### src/rtl/keccak_in_buffer_pkg.sv
// pkg_keccak: lane/block types, rate constant and input-buffer FSM states. Rev 1.0
`default_nettype none
package pkg_keccak;
  localparam int N          = 64;
  localparam int RATE_LANES = 17;

  typedef logic [N-1:0]             k_lane;
  typedef k_lane [RATE_LANES-1:0]   k_block;

  typedef enum logic [1:0] {
    ST_FILL   = 2'd0,
    ST_FULL   = 2'd1,
    ST_PADBLK = 2'd2
  } k_buf_state_e;
endpackage
`default_nettype wire

### src/rtl/keccak_in_buffer_pad_lane.sv
// keccak_pad_lane: pad10*1 OR mask for one lane (used only with KECCAK_PAD_EN). Rev 1.0
`default_nettype none
module keccak_pad_lane #(
  parameter int RATE_LANES = pkg_keccak::RATE_LANES,
  parameter int N          = pkg_keccak::N
) (
  input  logic [4:0]   i_lane_idx,
  input  logic [4:0]   i_last_idx,
  input  logic         i_pad_active,
  input  logic         i_pad_blk,
  output logic [N-1:0] o_mask
);
  localparam logic [4:0] c_last_lane = 5'(RATE_LANES - 1);

  always_comb begin
    o_mask = '0;
    if (i_pad_blk) begin
      if (i_lane_idx == 5'd0)        o_mask[0]   = 1'b1;
      if (i_lane_idx == c_last_lane) o_mask[N-1] = 1'b1;
    end else if (i_pad_active && (i_last_idx < c_last_lane)) begin
      // Both bits land in the final lane when the message ends one lane short.
      if (i_lane_idx == i_last_idx + 5'd1) o_mask[0]   = 1'b1;
      if (i_lane_idx == c_last_lane)       o_mask[N-1] = 1'b1;
    end
  end
endmodule
`default_nettype wire

### src/rtl/keccak_in_buffer.sv
// keccak_in_buffer: lane-to-rate-block assembler ahead of the Keccak core. Rev 1.0
// Optional lane-granular pad10*1 insertion with macro KECCAK_PAD_EN.
`default_nettype none
module keccak_in_buffer #(
  parameter int RATE_LANES = pkg_keccak::RATE_LANES,
  parameter int N          = pkg_keccak::N
) (
  input  logic                  clk,
  input  logic                  rst_n,
  input  logic [N-1:0]          din,
  input  logic                  din_valid,
  input  logic                  din_last,
  output logic                  din_ready,
  output logic [RATE_LANES*N-1:0] blk_data,
  output logic                  blk_valid,
  output logic                  blk_last,
  input  logic                  blk_ready
);
  import pkg_keccak::*;

  localparam logic [4:0] c_last_lane = 5'(RATE_LANES - 1);
`ifdef KECCAK_PAD_EN
  localparam bit c_pad_en = 1'b1;
`else
  localparam bit c_pad_en = 1'b0;
`endif

  k_buf_state_e r_state;
  logic [N-1:0] r_buf [RATE_LANES];
  logic [N-1:0] w_mask [RATE_LANES];
  logic [4:0]   r_cnt;
  logic         r_din_ready;
  logic         r_blk_valid;
  logic         r_blk_last;
  logic         r_pad_pending;
  logic         w_accept;
  logic         w_close;

  assign w_accept  = din_valid & r_din_ready;
  assign w_close   = w_accept & ((r_cnt == c_last_lane) | din_last);
  assign din_ready = r_din_ready;
  assign blk_valid = r_blk_valid;
  assign blk_last  = r_blk_last;

  for (genvar gi = 0; gi < RATE_LANES; gi++) begin : g_lane
    assign blk_data[gi*N +: N] = r_buf[gi];
`ifdef KECCAK_PAD_EN
    // In FULL the mask is the pad-only block, loaded when that block is pending.
    keccak_pad_lane #(
      .RATE_LANES (RATE_LANES),
      .N          (N)
    ) u_pad_lane (
      .i_lane_idx   (5'(gi)),
      .i_last_idx   (r_cnt),
      .i_pad_active (w_accept & din_last),
      .i_pad_blk    (r_state == ST_FULL),
      .o_mask       (w_mask[gi])
    );
`else
    assign w_mask[gi] = '0;
`endif
  end

  always_ff @(posedge clk or negedge rst_n) begin
    if (!rst_n) begin
      r_state       <= ST_FILL;
      r_cnt         <= 5'd0;
      r_din_ready   <= 1'b1;
      r_blk_valid   <= 1'b0;
      r_blk_last    <= 1'b0;
      r_pad_pending <= 1'b0;
      for (int i = 0; i < RATE_LANES; i++) r_buf[i] <= '0;
    end else begin
      case (r_state)
        ST_FILL: begin
          if (w_accept) begin
            for (int i = 0; i < RATE_LANES; i++) begin
              if (5'(i) == r_cnt) r_buf[i] <= din | w_mask[i];
              else                r_buf[i] <= r_buf[i] | w_mask[i];
            end
            if (w_close) begin
              r_state       <= ST_FULL;
              r_din_ready   <= 1'b0;
              r_blk_valid   <= 1'b1;
              // A message ending on the final lane defers its last flag to the pad block.
              r_blk_last    <= din_last & ~(c_pad_en & (r_cnt == c_last_lane));
              r_pad_pending <= c_pad_en & din_last & (r_cnt == c_last_lane);
            end else begin
              r_cnt <= r_cnt + 5'd1;
            end
          end
        end
        ST_FULL: begin
          if (blk_ready) begin
            r_cnt <= 5'd0;
            if (r_pad_pending) begin
              r_state       <= ST_PADBLK;
              r_blk_last    <= 1'b1;
              r_pad_pending <= 1'b0;
              for (int i = 0; i < RATE_LANES; i++) r_buf[i] <= w_mask[i];
            end else begin
              r_state     <= ST_FILL;
              r_din_ready <= 1'b1;
              r_blk_valid <= 1'b0;
              r_blk_last  <= 1'b0;
              for (int i = 0; i < RATE_LANES; i++) r_buf[i] <= '0;
            end
          end
        end
        ST_PADBLK: begin
          if (blk_ready) begin
            r_state     <= ST_FILL;
            r_din_ready <= 1'b1;
            r_blk_valid <= 1'b0;
            r_blk_last  <= 1'b0;
            for (int i = 0; i < RATE_LANES; i++) r_buf[i] <= '0;
          end
        end
        default: begin
          r_state     <= ST_FILL;
          r_din_ready <= 1'b1;
          r_blk_valid <= 1'b0;
          r_blk_last  <= 1'b0;
        end
      endcase
    end
  end
endmodule
`default_nettype wire

### config.mk
export PLATFORM = sky130hd
export DESIGN_NAME = keccak_in_buffer
export DESIGN_NICKNAME = d
export VERILOG_FILES = /design/src/rtl/keccak_in_buffer_pkg.sv /design/src/rtl/keccak_in_buffer_pad_lane.sv /design/src/rtl/keccak_in_buffer.sv
export SDC_FILE = /design/constraint.sdc
export NUM_CORES = 2
export LEC_CHECK = 0
export ABC_AREA = 1
export BUFFER_PORTS_ARGS = -buffer_cell sky130_fd_sc_hd__buf_2
export CAP_MARGIN = 20
export CORE_AREA = 3 3 452 454
export DETAILED_ROUTE_END_ITERATION = 12
export DIE_AREA = 0 0 455 457
export SYNTH_ARGS = -nofsm -noshare
export SYNTH_HDL_FRONTEND = slang
export SYNTH_HIERARCHICAL = 1
export SYNTH_SLANG_ARGS = --single-unit
### constraint.sdc
create_clock -name clk -period 1.7 [get_ports clk]
set_input_delay 0.17 -clock clk [delete_from_list [all_inputs] [get_ports clk]]
set_output_delay 0.17 -clock clk [all_outputs]
set_load 0.01 [all_outputs]
Yosys cells after proc, flatten, opt, wreduce, memory -nomap -nowiden
Cells that the tools add are included.

word-level totals
  register bits after elaboration = 1099
  logic and storage cells = 144
  output and inout bits = 1091

operators by class
  equality and inequality tests = 43
  add/sub/neg operators = 1
  multiplexer cells = 48
  reduce and logical (&&, ||, !) cells = 26
  bitwise gates (word level) = 3

operators with widths
  cell                   number
  $mux W1088             2
  $pmux W1088 S2         1
  $mux W64               17
  $reduce_and A4 Y1      20
  $ne A2 B2 Y1 const B   23
  $eq A4 B5 Y1 const A   8
  $eq A3 B5 Y1 const A   4
  $mux W5                3
  $mux W1                14
  $eq A2 B5 Y1 const A   2
  $mux W2                5
  $pmux W5 S2            1
  $pmux W1 S3            3
  $pmux W2 S3            1
  $add A5 B1 Y5 const B  1
  $eq A1 B5 Y1 const A   1
  $eq A5 B5 Y1 const A   1
  $eq A5 B5 Y1 const B   1
  $logic_not A5 Y1       1
  $reduce_and A5 Y1      1
  $reduce_bool A2 Y1     2
  $and A1 B1 Y1          2
  $eq A2 B1 Y1 const B   1
  $eq A2 B2 Y1 const B   1
  other kinds (5)        5

Depth between registers and ports, before layout
  depth after elaboration = 6
  gate-level depth with buffers = 11
  gate-level depth less buffers = 9

Worst setup path before layout
No wires, ideal clock.

  kind = flip-flop to flip-flop
  start = reg r_din_ready (netlist: din_ready)
  end = reg r_buf (netlist bit blk_data[41])
  required time = 1.568 ns
  slack = 0.101 ns
  setup time = 0.132 ns
  arrival = 1.467 ns
  cell stages (with the launch flop) = 9
  clock period less this slack = 1.599 ns
  cells stage by stage = dfstp_2 > nand2_1 > o21ai_2 > buf_4 > nand2_1 > buf_2 > buf_2 > nand2_1 > o21ai_1

between the ends
  longest elaborated chain between the ends = 3

ends and longest elaborated chain
  what                             line                     text
  from (decl)                      keccak_in_buffer.sv:32   logic r_din_ready;
  from (signal assigned)           keccak_in_buffer.sv:68   r_din_ready <= 1'b1;
  from (signal assigned)           keccak_in_buffer.sv:83   r_din_ready <= 1'b0;
  from (signal assigned)           keccak_in_buffer.sv:103  r_din_ready <= 1'b1;
  $and A1 B1 Y1                    keccak_in_buffer.sv:39   assign w_accept = din_valid & r_din_ready;
  $ne A2 B2 Y1 (no line)           -
  $reduce_and A4 Y1 (no line)      -
  to (signal, indexed assignment)  keccak_in_buffer.sv:78   if (5'(i) == r_cnt) r_buf[i] <= din | w_mask[i];
  to (signal, indexed assignment)  keccak_in_buffer.sv:79   else r_buf[i] <= r_buf[i] | w_mask[i];
  to (decl)                        keccak_in_buffer.sv:29   logic [N-1:0] r_buf [RATE_LANES];

Every way passes these cells.
A chain may end at the register's enable or synchronous reset.

Final worst setup path
  start = reg r_cnt[1]
  end = reg r_buf (netlist bit blk_data[405])

between the ends
  longest elaborated chain between the ends = 3

ends and longest elaborated chain
  what                         line                    text
  from (decl)                  keccak_in_buffer.sv:31  logic [4:0] r_cnt;
  from (signal assigned)       keccak_in_buffer.sv:89  r_cnt <= r_cnt + 5'd1;
  $eq A3 B5 Y1                 keccak_in_buffer.sv:78
  $ne A2 B2 Y1 (no line)       -
  $reduce_and A4 Y1 (no line)  -

Every way passes these cells.

==> impl_metrics.tcl <==
set metrics [dict create \
    synth_area_leaders "dfrtp_1 (68%), nand2_1 (13%), o21ai_1 (8.2%), nand3_1 (3.3%), buf_2 (3.0%)" \
    synth_cell_types 22 \
    ys_ff_latch 1096 \
    ys_warn_count 6 \
    synth_fp_nets 4171 \
    hold_start "din[43]" \
    ys_async_sr_fraction 1.00 \
    critPathCaptureType "flip-flop" \
    die_area_sq_um 208000 \
    r2r_end "blk_data[405]" \
    h-tree-depth 3 \
    pin_count 1160 \
    violations "setup timing" \
    syn_to_final_growth_pct 46.3 \
    rrSetupSlack_ps -160 \
    antenna_left 0 \
    status "complete, but fails checks" \
    post-route-util 0.296 \
    finalWorstSetupSlack_ps -155 \
    synth_area_leader_cell "dfrtp_1" \
    path_max_fanout 8 \
    synthesis.area_sq_um 40500 \
    rsz0062_at_grt "true" \
    cp_data_required_time_ps 2360 \
    grt_pass1_wl_um 270000 \
    fin_area_sq_um 59200 \
    synthTopCellsByCount "nand2_1 (1393), dfrtp_1 (1095), o21ai_1 (667)" \
    finalPower_mw 121 \
    place_area_sq_um 52300 \
    slowest_delay_ps 410 \
    tns_ps -44220 \
    cts_root_buf "clkbuf_16" \
    antenna_found_initial 12 \
    seq_area_frac_synth 0.678 \
    drv_slew 0 \
    tightest_slew_ps 774 \
    dpl.hpwl_um 138000 \
    finalCriticalPeriod_ps 1860 \
    die_h_um 457 \
    power.leakage_nw 30.7 \
    crit_chain "buf_4, ha_4, nand2_4, buf_6, nand3b_1, buf_6, buf_12, clkbuf_16, nand3_2, nand2_1" \
    final.period_utilization 1.09 \
    drive_gt1_frac 0.334 \
    remaining_drc_errors 0 \
    rr_worst_depth 10 \
    r2r_start "r_cnt[1]" \
    powerDensity_nw_per_um2 2050 \
    core_region_area_sq_um 200000 \
    via_per_inst 4.49 \
    die_w_um 455 \
    synth-main-ff-cell "dfrtp_1" \
    drt-pass1-iter-count 8 \
    cts_buffer_depth 3 \
    placementRows 164 \
    tritoncts "done" \
    io_buffers 1159 \
    clkSinkCount 1096 \
    grt_pass1_vias 35400 \
    max_freq_ghz 0.539 \
    synth_edf_count 0 \
    synth_top_area_frac 0.677 \
    yosysMostFrequentCell "nand2_1" \
    initial_core_util 0.202 \
    vias 37100 \
    drt-total-wl_um 202000 \
    num-fill-cells 20700 \
    crit_top_cell "buf_6" \
    syn-instance-count 4097 \
    max-vdd-ir-drop_mv 1.12 \
    gp_congestion 0.886 \
    max_cap_viol_count 0 \
    finClkSkew_ps 49.4 \
    nets 5592 \
    clk_latency_ps 760 \
    avgSynthCellArea_sq_um 9.88 \
    cp_slowest_cell "dfrtp_1" \
    clkTransAtPathRegs_ps 60 \
    worstPathArrival_ps 2510 \
    grt.total_usage 0.180 \
    whs_endpoint "blk_data[43]" \
    maxSlewHeadroom 0.482 \
    start_kind "flip-flop" \
    drt_iter0_markers 4037 \
    hold_depth 4 \
    wl_per_cell_um 24.4 \
    cts_buffers 115 \
    grt-ovfl-total 0 \
    hp-class "input port to flip-flop" \
    grt_max_degree 68 \
    setup_viol 819 \
    finalHoldViolations 0 \
    crit_type "flip-flop to flip-flop" \
]
## layout make-up
| cell class | instances | area [sq um] | area share |
|---|---|---|---|
| antenna | 9 | 22.5 | 0.000380 |
| inverter | 75 | 290 | 0.00490 |
| multi-input combinational | 2590 | 11800 | 0.199 |
| clock inverter | 46 | 716 | 0.0121 |
| sequential | 1096 | 27400 | 0.463 |
| timing repair buffer | 1640 | 12400 | 0.209 |
| clock buffer | 166 | 3290 | 0.0556 |
| tap | 2656 | 3320 | 0.0561 |
## stage by stage
step | instances | hold WS, ps | worst slack, ps
6_report | 8278 | 72.8 | -155
5_1_grt | 8274 | 52.3 | -251
4_1_cts | 8229 | 3.99 | -178
3_5_place_dp | 7915 | 178 | -196
3_3_place_gp | 7915 | 180 | -162
2_1_floorplan | 4097 | -126 | 101
## cell usage in the layout, fill, tap and decap left out, types with 7 or more instances in the layout
| cell type | netlist | routed |
|---|---|---|
| a21oi_1 | 64 | 64 |
| buf_2 | 241 | 1156 |
| clkbuf_16 | 0 | 138 |
| nand2_4 | 1 | 18 |
| buf_16 | 0 | 24 |
| clkinvlp_4 | 0 | 7 |
| clkinv_2 | 0 | 13 |
| o21ai_0 | 115 | 108 |
| buf_4 | 2 | 206 |
| bufbuf_16 | 0 | 8 |
| nand3_1 | 263 | 240 |
| nor2_1 | 73 | 69 |
| o21ai_2 | 1 | 10 |
| clkbuf_1 | 66 | 29 |
| dfrtp_1 | 1095 | 1095 |
| inv_1 | 74 | 70 |
| nand3_2 | 0 | 23 |
| buf_8 | 0 | 9 |
| nand2_1 | 1393 | 1330 |
| buf_12 | 0 | 122 |
| clkbuf_8 | 0 | 22 |
| dlygate4sd3_1 | 0 | 65 |
| o21ai_1 | 667 | 664 |
| bufinv_16 | 0 | 13 |
| nand2_8 | 0 | 10 |
| buf_6 | 1 | 27 |
| nand2_2 | 0 | 38 |
| diode_2 | 0 | 9 |
## routing by layer
layer / vias to the layer above / track usage / part of all wire
li1: 16200 / - / -
met3: 472 / 0.0427 / 0.087
met1: 18400 / 0.218 / 0.39
met2: 2127 / 0.301 / 0.47
met4: 2 / 0.0874 / 0.054
met5: - / 0 / 0.000059
## repair_timing
| item | in CTS | in global routing |
|---|---|---|
| gates resized for setup | 71 | 111 |
| endpoints found under the setup margin | 935 | 1067 |
| hold buffers | 65 | 0 |
| pin swaps | 5 | 28 |
| setup buffers | 17 | 12 |
| endpoints found under the hold margin | 1659 | 0 |
| gates cloned | 20 | 29 |
## how the worst max path moves through the flow
stage               cells past startpoint        endpoint       from
floorplan                               8    blk_data[41]  din_ready
global placement                        8   blk_data[644]   r_cnt[0]
detailed placement                      8   blk_data[644]   r_cnt[0]
CTS                                     9   blk_data[410]   r_cnt[0]
global route                           10  blk_data[1016]   r_cnt[0]
finish                                 10   blk_data[405]   r_cnt[1]
## report_power, final
| part | internal (mW) | switching (mW) | total (mW) |
|---|---|---|---|
| clock network | 15.5 | 11.3 | 26.8 |
| logic | 19.2 | 30.7 | 49.9 |
| registers | 37.6 | 6.95 | 44.6 |
| total | 72.3 | 49.0 | 121 |
## critical path, delay by kind of cell, from the launching register on
| kind | cells | cell delay [ps] |
|---|---|---|
| flip-flops | 1 | 410 |
| adder cells (fa/ha/maj) | 1 | 150 |
| AND/OR/NAND/NOR | 4 | 300 |
| buffers and inverters | 5 | 880 |
## flip-flops by register name, indices dropped and copies added (netlist names)
signal and count:
blk_valid 1, blk_last 1, r_cnt 5, din_ready 1
blk_data 1088
## logic make-up after synthesis
| logic type | share of synthesized area |
|---|---|
| AND/OR/NAND/NOR | 0.170 |
| buffers and inverters | 0.0461 |
| AO/OA/AOI/OAI | 0.105 |
| adder cells (fa/ha/maj) | 0.00155 |
| flip-flops | 0.678 |
No activity file was read; power rests on OpenSTA's default activity.
